### src/rtl/alu_writeback_pkg.sv
// Shared types and constants for the ALU writeback stage: FSM encoding,
// queued result entry layout and the flag-evaluation helper.
package alu_writeback_pkg;

   localparam int LEN_DATA      = 64;
   localparam int LEN_RADDR     = 5;
   localparam int WB_FIFO_DEPTH = 4;

   typedef enum logic [1:0] {
      WB_IDLE  = 2'd0,
      WB_WR_LO = 2'd1,
      WB_WR_HI = 2'd2
   } wb_state_t;

   typedef struct packed {
      logic [LEN_DATA-1:0]  result;
      logic [LEN_DATA-1:0]  ex_result;
      logic [LEN_RADDR-1:0] rd;
      logic [LEN_RADDR-1:0] rd_ex;
      logic                 wide;
   } wb_entry_t;

   // Returns {zero, negative}; a wide result is zero only if both words are.
   function automatic logic [1:0] calc_zn(input logic [LEN_DATA-1:0] lo,
                                          input logic [LEN_DATA-1:0] hi,
                                          input logic                wide);
      logic z;
      logic n;
      z = (lo == '0) && (!wide || (hi == '0));
      n = wide ? hi[LEN_DATA-1] : lo[LEN_DATA-1];
      return {z, n};
   endfunction

endpackage

### src/rtl/alu_writeback_fifo.sv
// Synchronous result queue. The head entry and the address/data of the entry
// behind it are read straight from the storage flops.
module wb_fifo
   import alu_writeback_pkg::*;
#(
   parameter int DEPTH = WB_FIFO_DEPTH
) (
   input  logic                     clk,
   input  logic                     rst,
   input  logic                     push,
   input  logic                     pop,
   input  wb_entry_t                push_entry,
   output wb_entry_t                head,
   output logic [LEN_RADDR-1:0]     next_rd,
   output logic [LEN_DATA-1:0]      next_result,
   output logic                     full,
   output logic                     empty,
   output logic [$clog2(DEPTH):0]   count
);

   localparam int PW = $clog2(DEPTH);
   localparam int CW = PW + 1;

   wb_entry_t      mem [DEPTH];
   logic [PW-1:0]  rd_ptr;
   logic [PW-1:0]  wr_ptr;
   logic [PW-1:0]  rd_ptr_inc;
   logic           do_push;
   logic           do_pop;

   assign empty      = (count == '0);
   assign full       = (count == CW'(DEPTH));
   assign do_pop     = pop && !empty;
   // A pop in the same cycle frees the slot, so a full queue can still accept.
   assign do_push    = push && (!full || do_pop);
   assign rd_ptr_inc = rd_ptr + PW'(1);

   assign head        = mem[rd_ptr];
   assign next_rd     = mem[rd_ptr_inc].rd;
   assign next_result = mem[rd_ptr_inc].result;

   always_ff @(posedge clk or negedge rst) begin
      if (!rst) begin
         rd_ptr <= '0;
         wr_ptr <= '0;
         count  <= '0;
      end else begin
         if (do_push)
            wr_ptr <= wr_ptr + PW'(1);
         if (do_pop)
            rd_ptr <= rd_ptr_inc;
         if (do_push && !do_pop)
            count <= count + CW'(1);
         else if (do_pop && !do_push)
            count <= count - CW'(1);
      end
   end

   always_ff @(posedge clk) begin
      if (do_push)
         mem[wr_ptr] <= push_entry;
   end

endmodule

### src/rtl/alu_writeback.sv
// ALU writeback: captures results into a queue, keeps the C/Z/N flags and
// drains entries to the register file. Optional macro ALU_WB_BYPASS_EN adds
// a one-cycle bypass copy of each pushed low word.
module alu_writeback
   import alu_writeback_pkg::*;
#(
   parameter int FIFO_DEPTH = WB_FIFO_DEPTH
) (
   input  logic                 clk,
   input  logic                 rst,
   input  logic                 in_rdy,
   input  logic [LEN_DATA-1:0]  in_result,
   input  logic [LEN_DATA-1:0]  in_ex_result,
   input  logic                 in_cout,
   input  logic [LEN_RADDR-1:0] in_rd,
   input  logic [LEN_RADDR-1:0] in_rd_ex,
   input  logic                 in_wide,
   input  logic                 in_setf,
   output logic                 stall,
   output logic                 rf_we,
   output logic [LEN_RADDR-1:0] rf_waddr,
   output logic [LEN_DATA-1:0]  rf_wdata,
   input  logic                 rf_wack,
   output logic                 flag_c,
   output logic                 flag_z,
   output logic                 flag_n,
`ifdef ALU_WB_BYPASS_EN
   output logic                 byp_valid,
   output logic [LEN_RADDR-1:0] byp_addr,
   output logic [LEN_DATA-1:0]  byp_data,
`endif
   output logic                 ovf_err
);

   localparam int CW = $clog2(FIFO_DEPTH) + 1;

   wb_state_t            state_q;
   wb_state_t            state_d;
   wb_entry_t            push_entry;
   wb_entry_t            head;
   logic [LEN_RADDR-1:0] next_rd;
   logic [LEN_DATA-1:0]  next_result;
   logic                 fifo_full;
   logic                 fifo_empty;
   logic [CW-1:0]        fifo_count;
   logic                 pop;
   logic                 push_ok;
   logic                 we_d;
   logic [LEN_RADDR-1:0] waddr_d;
   logic [LEN_DATA-1:0]  wdata_d;
   logic [1:0]           zn;

   assign push_entry = '{result:    in_result,
                         ex_result: in_ex_result,
                         rd:        in_rd,
                         rd_ex:     in_rd_ex,
                         wide:      in_wide};

   assign push_ok = in_rdy && (!fifo_full || pop);
   assign stall   = (fifo_count >= CW'(FIFO_DEPTH - 1));
   assign zn      = calc_zn(in_result, in_ex_result, in_wide);

   wb_fifo #(.DEPTH(FIFO_DEPTH)) u_fifo (
      .clk         (clk),
      .rst         (rst),
      .push        (in_rdy),
      .pop         (pop),
      .push_entry  (push_entry),
      .head        (head),
      .next_rd     (next_rd),
      .next_result (next_result),
      .full        (fifo_full),
      .empty       (fifo_empty),
      .count       (fifo_count)
   );

   // A word addressed to r0 is loaded with rf_we low, so its state completes
   // on the next cycle without waiting for an ack.
   always_comb begin
      state_d = state_q;
      we_d    = rf_we;
      waddr_d = rf_waddr;
      wdata_d = rf_wdata;
      pop     = 1'b0;
      case (state_q)
         WB_IDLE: begin
            if (!fifo_empty) begin
               state_d = WB_WR_LO;
               we_d    = (head.rd != '0);
               waddr_d = head.rd;
               wdata_d = head.result;
            end
         end
         WB_WR_LO, WB_WR_HI: begin
            if (!rf_we || rf_wack) begin
               if (state_q == WB_WR_LO && head.wide) begin
                  state_d = WB_WR_HI;
                  we_d    = (head.rd_ex != '0);
                  waddr_d = head.rd_ex;
                  wdata_d = head.ex_result;
               end else begin
                  pop = 1'b1;
                  // Load the following entry now so there is no idle bubble;
                  // with a single entry left, a same-cycle push is forwarded.
                  if (fifo_count >= CW'(2)) begin
                     state_d = WB_WR_LO;
                     we_d    = (next_rd != '0);
                     waddr_d = next_rd;
                     wdata_d = next_result;
                  end else if (in_rdy) begin
                     state_d = WB_WR_LO;
                     we_d    = (in_rd != '0);
                     waddr_d = in_rd;
                     wdata_d = in_result;
                  end else begin
                     state_d = WB_IDLE;
                     we_d    = 1'b0;
                     waddr_d = '0;
                     wdata_d = '0;
                  end
               end
            end
         end
         default: begin
            state_d = WB_IDLE;
            we_d    = 1'b0;
            waddr_d = '0;
            wdata_d = '0;
         end
      endcase
   end

   always_ff @(posedge clk or negedge rst) begin
      if (!rst) begin
         state_q  <= WB_IDLE;
         rf_we    <= 1'b0;
         rf_waddr <= '0;
         rf_wdata <= '0;
      end else begin
         state_q  <= state_d;
         rf_we    <= we_d;
         rf_waddr <= waddr_d;
         rf_wdata <= wdata_d;
      end
   end

   // Flags follow only accepted pushes; a dropped result leaves them alone.
   always_ff @(posedge clk or negedge rst) begin
      if (!rst) begin
         flag_c  <= 1'b0;
         flag_z  <= 1'b0;
         flag_n  <= 1'b0;
         ovf_err <= 1'b0;
      end else begin
         if (push_ok && in_setf) begin
            flag_c <= in_cout;
            flag_z <= zn[1];
            flag_n <= zn[0];
         end
         if (in_rdy && !push_ok)
            ovf_err <= 1'b1;
      end
   end

`ifdef ALU_WB_BYPASS_EN
   always_ff @(posedge clk or negedge rst) begin
      if (!rst) begin
         byp_valid <= 1'b0;
         byp_addr  <= '0;
         byp_data  <= '0;
      end else begin
         byp_valid <= push_ok && (in_rd != '0);
         if (push_ok) begin
            byp_addr <= in_rd;
            byp_data <= in_result;
         end
      end
   end
`endif

endmodule

### config.mk
export PLATFORM = sky130hd
export DESIGN_NAME = alu_writeback
export DESIGN_NICKNAME = d
export VERILOG_FILES = /design/src/rtl/alu_writeback_pkg.sv /design/src/rtl/alu_writeback_fifo.sv /design/src/rtl/alu_writeback.sv
export SDC_FILE = /design/constraint.sdc
export NUM_CORES = 1
export LEC_CHECK = 0
export CAP_MARGIN = 20
export CORE_ASPECT_RATIO = 1.2
export CORE_UTILIZATION = 30
export CTS_CLUSTER_DIAMETER = 60
export DETAILED_ROUTE_END_ITERATION = 7
export PLACE_DENSITY = 0.47
export SETUP_SLACK_MARGIN = 0.1
export SYNTH_ARGS = -nofsm -noshare
export SYNTH_HDL_FRONTEND = slang
export SYNTH_HIERARCHICAL = 1
export SYNTH_SLANG_ARGS = --single-unit
### constraint.sdc
create_clock -name clk -period 13.65 [get_ports clk]
set_input_delay 2.0475 -clock clk [delete_from_list [all_inputs] [get_ports clk]]
set_output_delay 2.0475 -clock clk [all_outputs]
set_load 0.005 [all_outputs]
-- After elaboration in Yosys (flattened, before gate mapping)
Memory sizes are Yosys's and may differ from the RTL's.
Cells that the tools add are included.
- $add $sub $neg: 4
- magnitude comparators: 2
- equal/unequal tests: 5
- mux-type cells: 32
- reduce and logical (&&, ||, !) cells: 31
- operators by type and width (kind ; count):
    $mux W64 ; 5
    $logic_not A64 Y1 ; 2
    $pmux W64 S2 ; 1
    $mux W5 ; 5
    $reduce_bool A5 Y1 ; 4
    $mux W1 ; 13
    $pmux W5 S2 ; 1
    $logic_and A1 B1 Y1 ; 9
    $logic_not A1 Y1 ; 7
    $ge A3 B2 Y1 const B ; 2
    $mux W2 ; 3
    $mux W3 ; 2
    $add A2 B1 Y2 const B ; 2
    $logic_or A1 B1 Y1 ; 4
    $ne A2 B2 Y1 const B ; 2
    $pmux W2 S2 ; 1
    $add A3 B1 Y3 const B ; 1
    $eq A3 B3 Y1 const B ; 1
    $logic_not A3 Y1 ; 1
    $sub A3 B1 Y3 const B ; 1
    $eq A2 B1 Y1 const B ; 1
    $eq A2 B2 Y1 const B ; 1
    $logic_not A2 Y1 ; 1
    $pmux W1 S2 ; 1
    other kinds (3) ; 3
- flip-flop bits (word level): 83
- memory bits (writable): 556
- output and inout bits: 75
- logic and storage cells: 86
- memories kept: 1
- memories (name ; depth ; bits a word ; rd ports ; clocked after memory_dff ; write ports ; RTL line ; source):
    u_fifo.mem ; 4 ; 139 ; 2 ; 0 ; 1 ; alu_writeback_fifo.sv:24 ; wb_entry_t mem [DEPTH];

-- Logic depth before layout (Yosys ltp)
Gate-level depths: netlist of the first run.
- word-level depth: 12
- mapped depth: 14
- depth with buffers taken out: 12

-- By module
Netlist of the first run, hierarchy kept.
- by module, submodules not included (module ; instances ; cells an instance ; area an instance (um2) ; sequential area each (um2)):
    wb_fifo ; 1 ; 845 ; 22208.8 ; 16871.2
    alu_writeback ; 1 ; 484 ; 4829.6 ; 1901.8

-- Worst setup path before layout of the first run
No wires, ideal clock.
- kind: input -> register
- start point: input port rf_wack
- end point: memory u_fifo/mem[0][0] (netlist name) (enable)
- arrival: 5.878 ns
- data required time: 13.135 ns
- slack: 7.257 ns
- stages on the path: 5
- buffers on the path: 0
- cells stage by stage: nand2b_1 -> and3_1 -> inv_1 -> a21boi_2 -> and2_1
- longest elaborated chain between the ends: 8
- ends and longest elaborated chain (what ; RTL line ; source):
    start: declaration ; alu_writeback.sv:23 ; input logic rf_wack,
    $logic_or A1 B1 Y1 ; alu_writeback.sv:95 ; if (!rf_we || rf_wack) begin
    $mux W1 ; alu_writeback.sv:95 ;
    $mux W1 ; alu_writeback.sv:85 ; case (state_q)
    net pop ; alu_writeback.sv:46 ; logic pop;
    $logic_and A1 B1 Y1 ; alu_writeback_fifo.sv:33 ; assign do_pop = pop && !empty;
    $logic_or A1 B1 Y1 ; alu_writeback_fifo.sv:35 ; assign do_push = push && (!full || do_pop);
    $logic_and A1 B1 Y1 ; alu_writeback_fifo.sv:35 ;
    net u_fifo.do_push ; alu_writeback_fifo.sv:28 ; logic do_push;
    $mux W1 ; alu_writeback_fifo.sv:60 ; if (do_push)
    $mux W1 (not written as such) ; alu_writeback_fifo.sv:61 ; mem[wr_ptr] <= push_entry;
    end: declaration ; alu_writeback_fifo.sv:24 ;
The timed path passes the listed nets, and every way through them passes these cells.

-- Final worst setup path of the first run
- start point: input port rf_wack
- end point: memory u_fifo/mem[1][55] (netlist name) (enable)
The elaborated chain is that of the path after synthesis.

==> run_results.csv, run 1 <==
group,metric,value,unit
critical_path,crit_chain,"clkdlybuf4s50_1 -> nand2b_1 -> and3_1 -> inv_1 -> a21boi_2 -> and2_4 -> buf_4",
critical_path,reg2reg_slack,8920,ps
timing,hold_viol,0,
synth,yosysWarningCount,6,
power_and_ir_drop,power,7620,uW
clock_tree,clkLatencyLatePin,610,ps
global_routing,grt_pass1_vias,15500,
timing,drv_slew,0,
timing,max-slew-margin-rel,24.5,%
power_and_ir_drop,powerDensity,233,mW/mm^2
global_routing,grt.total_usage,16.6,%
route,wl,75300,um
global_routing,grt_pass1_wl,110000,um
clock_tree,cts_tree,"yes",
route,viasPerCell,5.25,
synth,synth_cell_types,47,
route,routedWlPerCell,27.1,um
synth,syn_avg_cell_area,20.3,um^2
global_routing,grt_overflow,0,
synth,syn_area,0.0270,mm^2
floorplan,die_area,0.0913,mm^2
final_layout,layout-drive-gt1-share,26.1,%
floorplan,fp.dieW,276,um
timing,finalSetupViolations,0,
timing,skew,23.0,ps
route,post-route-drc-count,0,
final_layout,final_nets,1711,
placed_design,dpl-instance-area,0.0303,mm^2
synth,syn_nets,1483,
final_layout,final_common_cell,"edfxtp_1",
clock_tree,cts_setup_buffers,0,
timing,fmaxAchievable,207,MHz
route,vias,14600,
clock_tree,root_buffer,"clkbuf_16",
critical_path,crit_path_max_fanout,49,
global_routing,grt_max_degree,129,
synth,syn_inst,1329,
critical_path,worst_setup_path_end_kind,"flop",
placed_design,io_buffers,219,
critical_path,crit_family,"buffers and inverters",
clock_tree,post_cts_resized,0,
synth,synth-seq-area-share,69.4,%
run,maxCapViolations,0,
synth,synth_top_area_cell,"edfxtp_1",
critical_path,required,13870,ps
floorplan,core,0.0892,mm^2
power_and_ir_drop,vdd_ir_drop_max,0.163,mV
timing,rsz0062_at_grt,"no",
critical_path,crit_arrival,5060,ps
clock_tree,clock_path_buffers,3,
synth,ys_top_cells_by_area,"edfxtp_1 62%, mux4_2 17%, dfrtp_1 7.7%",
clock_tree,cts_hold_buf,0,
final_layout,area_delta_synth_final,21.0,%
worst_hold_path,worstHoldPathType,"reg2reg",
clock_tree,cts_sinks,639,
route,drt-initial-drc-count,1362,
clock_tree,clkSlewWorstSetupHoldPaths,50,ps
final_layout,final_cell_mix,"556 x edfxtp_1, 218 x clkdlybuf4s50_1, 208 x mux4_2",
synth,ys_ff_latch,639,
timing,fin_crit_sh,35.4,%
timing,tightest_slew,1120,ps
floorplan,num_rows,120,
placed_design,place.gp.congestion,0.694,
critical_path,worst-setup-path-type,"in2reg",
critical_path,critPathLaunchType,"input port",
floorplan,die_y,331,um
run_status,outcome,"completed",
power_and_ir_drop,p_leak,0.0105,uW
final_layout,final_area,0.0327,mm^2
floorplan,ios,220,
timing,setup_tns,0,ps
critical_path,cpMaxStageDelayCell,"buf_4",
route,ant_nets,0,
global_routing,antenna_found_initial,9,
critical_path,slowest_delay,770,ps
route,first_pass_iters,5,
timing,min_period,4840,ps
floorplan,start_util,30.3,%
placed_design,dpl.hpwl,45300,um
synth,synth_top_cell_area_share,61.7,%
clock_tree,h-tree-depth,3,
clock_tree,cts_buffers,72,
critical_path,crit_buf_inv,3,
## worst paths after layout
path                                               from                            to  cells past startpoint
max reg2reg                u_fifo/rd_ptr[0]$_DFFE_PN0P_      rf_wdata[30]$_DFFE_PN0P_                      7
max                                             rf_wack   u_fifo/mem[1][55]$_DFFE_PP_                      7
max in group asynchronous                           rst  u_fifo/rd_ptr[1]$_DFFE_PN0P_                      2
min                                 ovf_err$_DFFE_PN0P_           ovf_err$_DFFE_PN0P_                      1
min in group asynchronous                           rst      rf_wdata[44]$_DFFE_PN0P_                      1
min reg2reg                         ovf_err$_DFFE_PN0P_           ovf_err$_DFFE_PN0P_                      1
## where the power goes
group / internal [uW] / switching (uW) / leakage (uW)
registers: 2650 / 241 / 0.00612
logic: 1330 / 1440 / 0.00317
clock network: 1170 / 784 / 0.00118
## synth_stat cells (all sizes together)
cell and n:
clkbuf 25, nor3b 1, inv 9, xor2 2
nand4 8, mux2 73, or4 3, o211ai 1
edfxtp 556, nor2 4, buf 66, nor4 33
nand3b 1, and2 4, nor3 2, nand2 74
a311o 1, and3 1, o41a 1, a21oi 2
a21o 2, mux4 208, a21boi 1, or2 1
or3 1, ha 8, dfrtp 83, o21ai 75
o31ai 1, a222oi 69, o22ai 1, fa 1
o311a 1, xnor2 4, a31oi 1, nand2b 3
mux2i 2
## per-layer routing
metal	routed length [um]	part of all wire, %	GRT usage, %
met4	1930	2.6	5.95
met1	31400	42	21.5
met5	57	0.076	0
met2	37200	49	27.6
met3	4680	6.2	3.37
## flip-flops by register name, indices dropped and copies added (netlist names)
register	cells
flag_n	1
flag_c	1
state_q	2
rf_wdata	64
u_fifo/rd_ptr	2
u_fifo/count	3
rf_waddr	5
u_fifo/mem	556
u_fifo/wr_ptr	2
rf_we	1
flag_z	1
ovf_err	1
## stage by stage
stage / util (%) / worst slack (ps) / cells / hold WS, ps
after global placement: 34.0 / 8170 / 2641 / 447
after floorplan: - / 7260 / 1329 / 451
final: 36.7 / 8810 / 2779 / 462
after detailed placement: 34.0 / 8150 / 2642 / 446
after global routing: 36.7 / 8550 / 2776 / 497
after CTS: 36.7 / 8790 / 2774 / 463
## area by class of cell
cell class / instances / area (um^2)
fillers: 8281 / 56500
clock inverters: 32 / 302
multi-input cells: 590 / 7650
well taps: 1159 / 1450
diodes: 5 / 12.5
flip-flops and latches: 639 / 18800
inverters: 9 / 33.8
clock buffers: 100 / 2100
repair buffers: 245 / 2390
## logic make-up (layout without fill, tap and decap cells)
logic type | after synthesis | count (layout) | share of synthesized area, %
other cells | 0 | 5 | 0
buf+inv | 100 | 386 | 2.51
xor+xnor | 6 | 6 | 0.194
fa+ha+maj | 9 | 9 | 0.444
mux | 283 | 283 | 20.6
flops | 639 | 639 | 69.4
compound gates | 156 | 156 | 4.31
simple gates | 136 | 136 | 2.53
Power figures use the tool's default switching activity.
==> inputs of run 2 (changes only) <==
- PLACE_DENSITY: 0.47 -> 0.48
- clock period: 13.65 -> 4.3 ns (I/O delays scaled with it)
==> run_results.csv, run 2 (synthesized netlist as in run 1, its figures left out) <==
group,metric,value,unit
clock_tree,post_cts_resized,0,
critical_path,worst-setup-path-type,"reg2reg",
critical_path,r2r_cells,7,
final_layout,reg_top3,"u_fifo/mem x556, rf_wdata x64, rf_waddr x5",
critical_path,r2r-start,"u_fifo/rd_ptr[1]$_DFFE_PN0P_",
final_layout,largest_register_ffs,556,
power_and_ir_drop,powerDensity,738,mW/mm^2
critical_path,r2r_end,"u_fifo/mem[3][38]$_DFFE_PP_",
route,viasPerCell,5.28,
critical_path,reg2reg_slack,1020,ps
placed_design,place_ws,798,ps
critical_path,crit_path_max_fanout,29,
clock_tree,root_buffer,"clkbuf_16",
floorplan,die_y,331,um
timing,hold_viol,0,
clock_tree,cts_sinks,639,
route,first_pass_iters,8,
timing,finalSetupViolations,0,
global_routing,grt.total_usage,17.0,%
run_status,outcome,"completed",
timing,rsz0062_at_grt,"no",
clock_tree,cts_hold_buf,0,
worst_hold_path,worstHoldPathType,"in2async",
floorplan,num_rows,120,
route,drt-initial-drc-count,1284,
placed_design,place.gp.congestion,0.736,
power_and_ir_drop,vdd_ir_drop_max,0.445,mV
final_layout,area_delta_synth_final,22.2,%
final_layout,final_util,37.0,%
placed_design,dpl.hpwl,46700,um
timing,tightest_slew,1030,ps
global_routing,grt_pass1_vias,15900,
floorplan,ios,220,
final_layout,top_register,"u_fifo/mem",
timing,skew,24.8,ps
final_layout,final_nets,1729,
global_routing,grt_overflow,0,
placed_design,io_buffers,219,
critical_path,critPathLaunchType,"flop",
critical_path,required,4530,ps
clock_tree,clkSlewWorstSetupHoldPaths,70,ps
route,ant_nets,0,
timing,max-slew-margin-rel,31.3,%
timing,layout_setup_ws,1020,ps
route,wl,77600,um
route,post-route-drc-count,0,
timing,setup_tns,0,ps
global_routing,antenna_found_initial,10,
global_routing,grt_pass1_wl,113000,um
route,vias,14800,
run,maxCapViolations,0,
floorplan,core,0.0892,mm^2
critical_path,worst_setup_path_end_kind,"flop",
floorplan,die_area,0.0913,mm^2
timing,fin_crit_sh,76.4,%
timing,min_period,3280,ps
final_layout,final_common_cell,"edfxtp_1",
clock_tree,clkLatencyLatePin,610,ps
clock_tree,cts_buffers,73,
clock_tree,clock_path_buffers,3,
floorplan,start_util,30.3,%
clock_tree,cts_tree,"yes",
critical_path,crit_arrival,3510,ps
floorplan,fp.dieW,276,um
final_layout,layout-drive-gt1-share,27.1,%
timing,fmaxAchievable,304,MHz
clock_tree,cts_setup_buffers,0,
timing,drv_slew,0,
power_and_ir_drop,p_leak,0.0106,uW
route,routedWlPerCell,27.8,um
clock_tree,h-tree-depth,3,
global_routing,grt_max_degree,119,
final_layout,final_cell_mix,"556 x edfxtp_1, 218 x clkdlybuf4s50_1, 208 x mux4_2",
-- run 2: metal layers --
layer	global-route usage [%]	share of wire, %	up-vias
met5	0	0.12	-
met4	4.98	2.1	16
met3	3.32	5.0	106
met2	29.2	51	472
met1	21.7	42	7961
li1	-	-	6216
-- run 2: how the worst max path moves through the flow --
stage | start | endpoint | slack [ps] | cells after the start
CTS | u_fifo/rd_ptr[1]$_DFFE_PN0P_ | u_fifo/mem[3][38]$_DFFE_PP_ | 970 | 7
detailed placement | in_result[26] | flag_z$_DFFE_PN0P_ | 800 | 6
global route | u_fifo/rd_ptr[1]$_DFFE_PN0P_ | u_fifo/mem[3][38]$_DFFE_PP_ | 850 | 7
global placement | in_result[43] | flag_z$_DFFE_PN0P_ | 630 | 5
finish | u_fifo/rd_ptr[1]$_DFFE_PN0P_ | u_fifo/mem[3][38]$_DFFE_PP_ | 1020 | 7
floorplan | u_fifo/rd_ptr[0]$_DFFE_PN0P_ | u_fifo/mem[0][0]$_DFFE_PP_ | 260 | 8
-- run 2: critical path, cell delays in order, from the launching register on --
cell and delay, ps:
dfrtp_4 710, mux4_2 380, nand2_1 250, and3_1 250
inv_1 60, a21boi_2 340, and2_4 380, buf_4 480
-- run 2: stage by stage --
step / hold slack, ps / std cells / power, uW / cell area, um^2
after floorplan: 349 / 1329 / 15300 / 27000
after global placement: 447 / 2658 / 18500 / 30600
after detailed placement: 445 / 2659 / 18600 / 30600
after CTS: 148 / 2795 / 24900 / 33000
after global routing: 170 / 2797 / 25700 / 33000
final: 126 / 2797 / 24400 / 33000
-- run 2: layout make-up --
| type | instances | area, um^2 |
|---|---|---|
| fill | 8253 | 56200 |
| sequential | 639 | 18800 |
| multi-input combinational | 590 | 7650 |
| timing repair buffer | 262 | 2710 |
| clock buffer | 101 | 2070 |
| tap | 1159 | 1450 |
| clock inverter | 35 | 329 |
| inverter | 9 | 33.8 |
| antenna | 2 | 5.00 |
-- run 2: where the power goes --
part,internal [uW],switching [uW]
clock network,3640,2530
registers,8390,685
logic,4420,4730
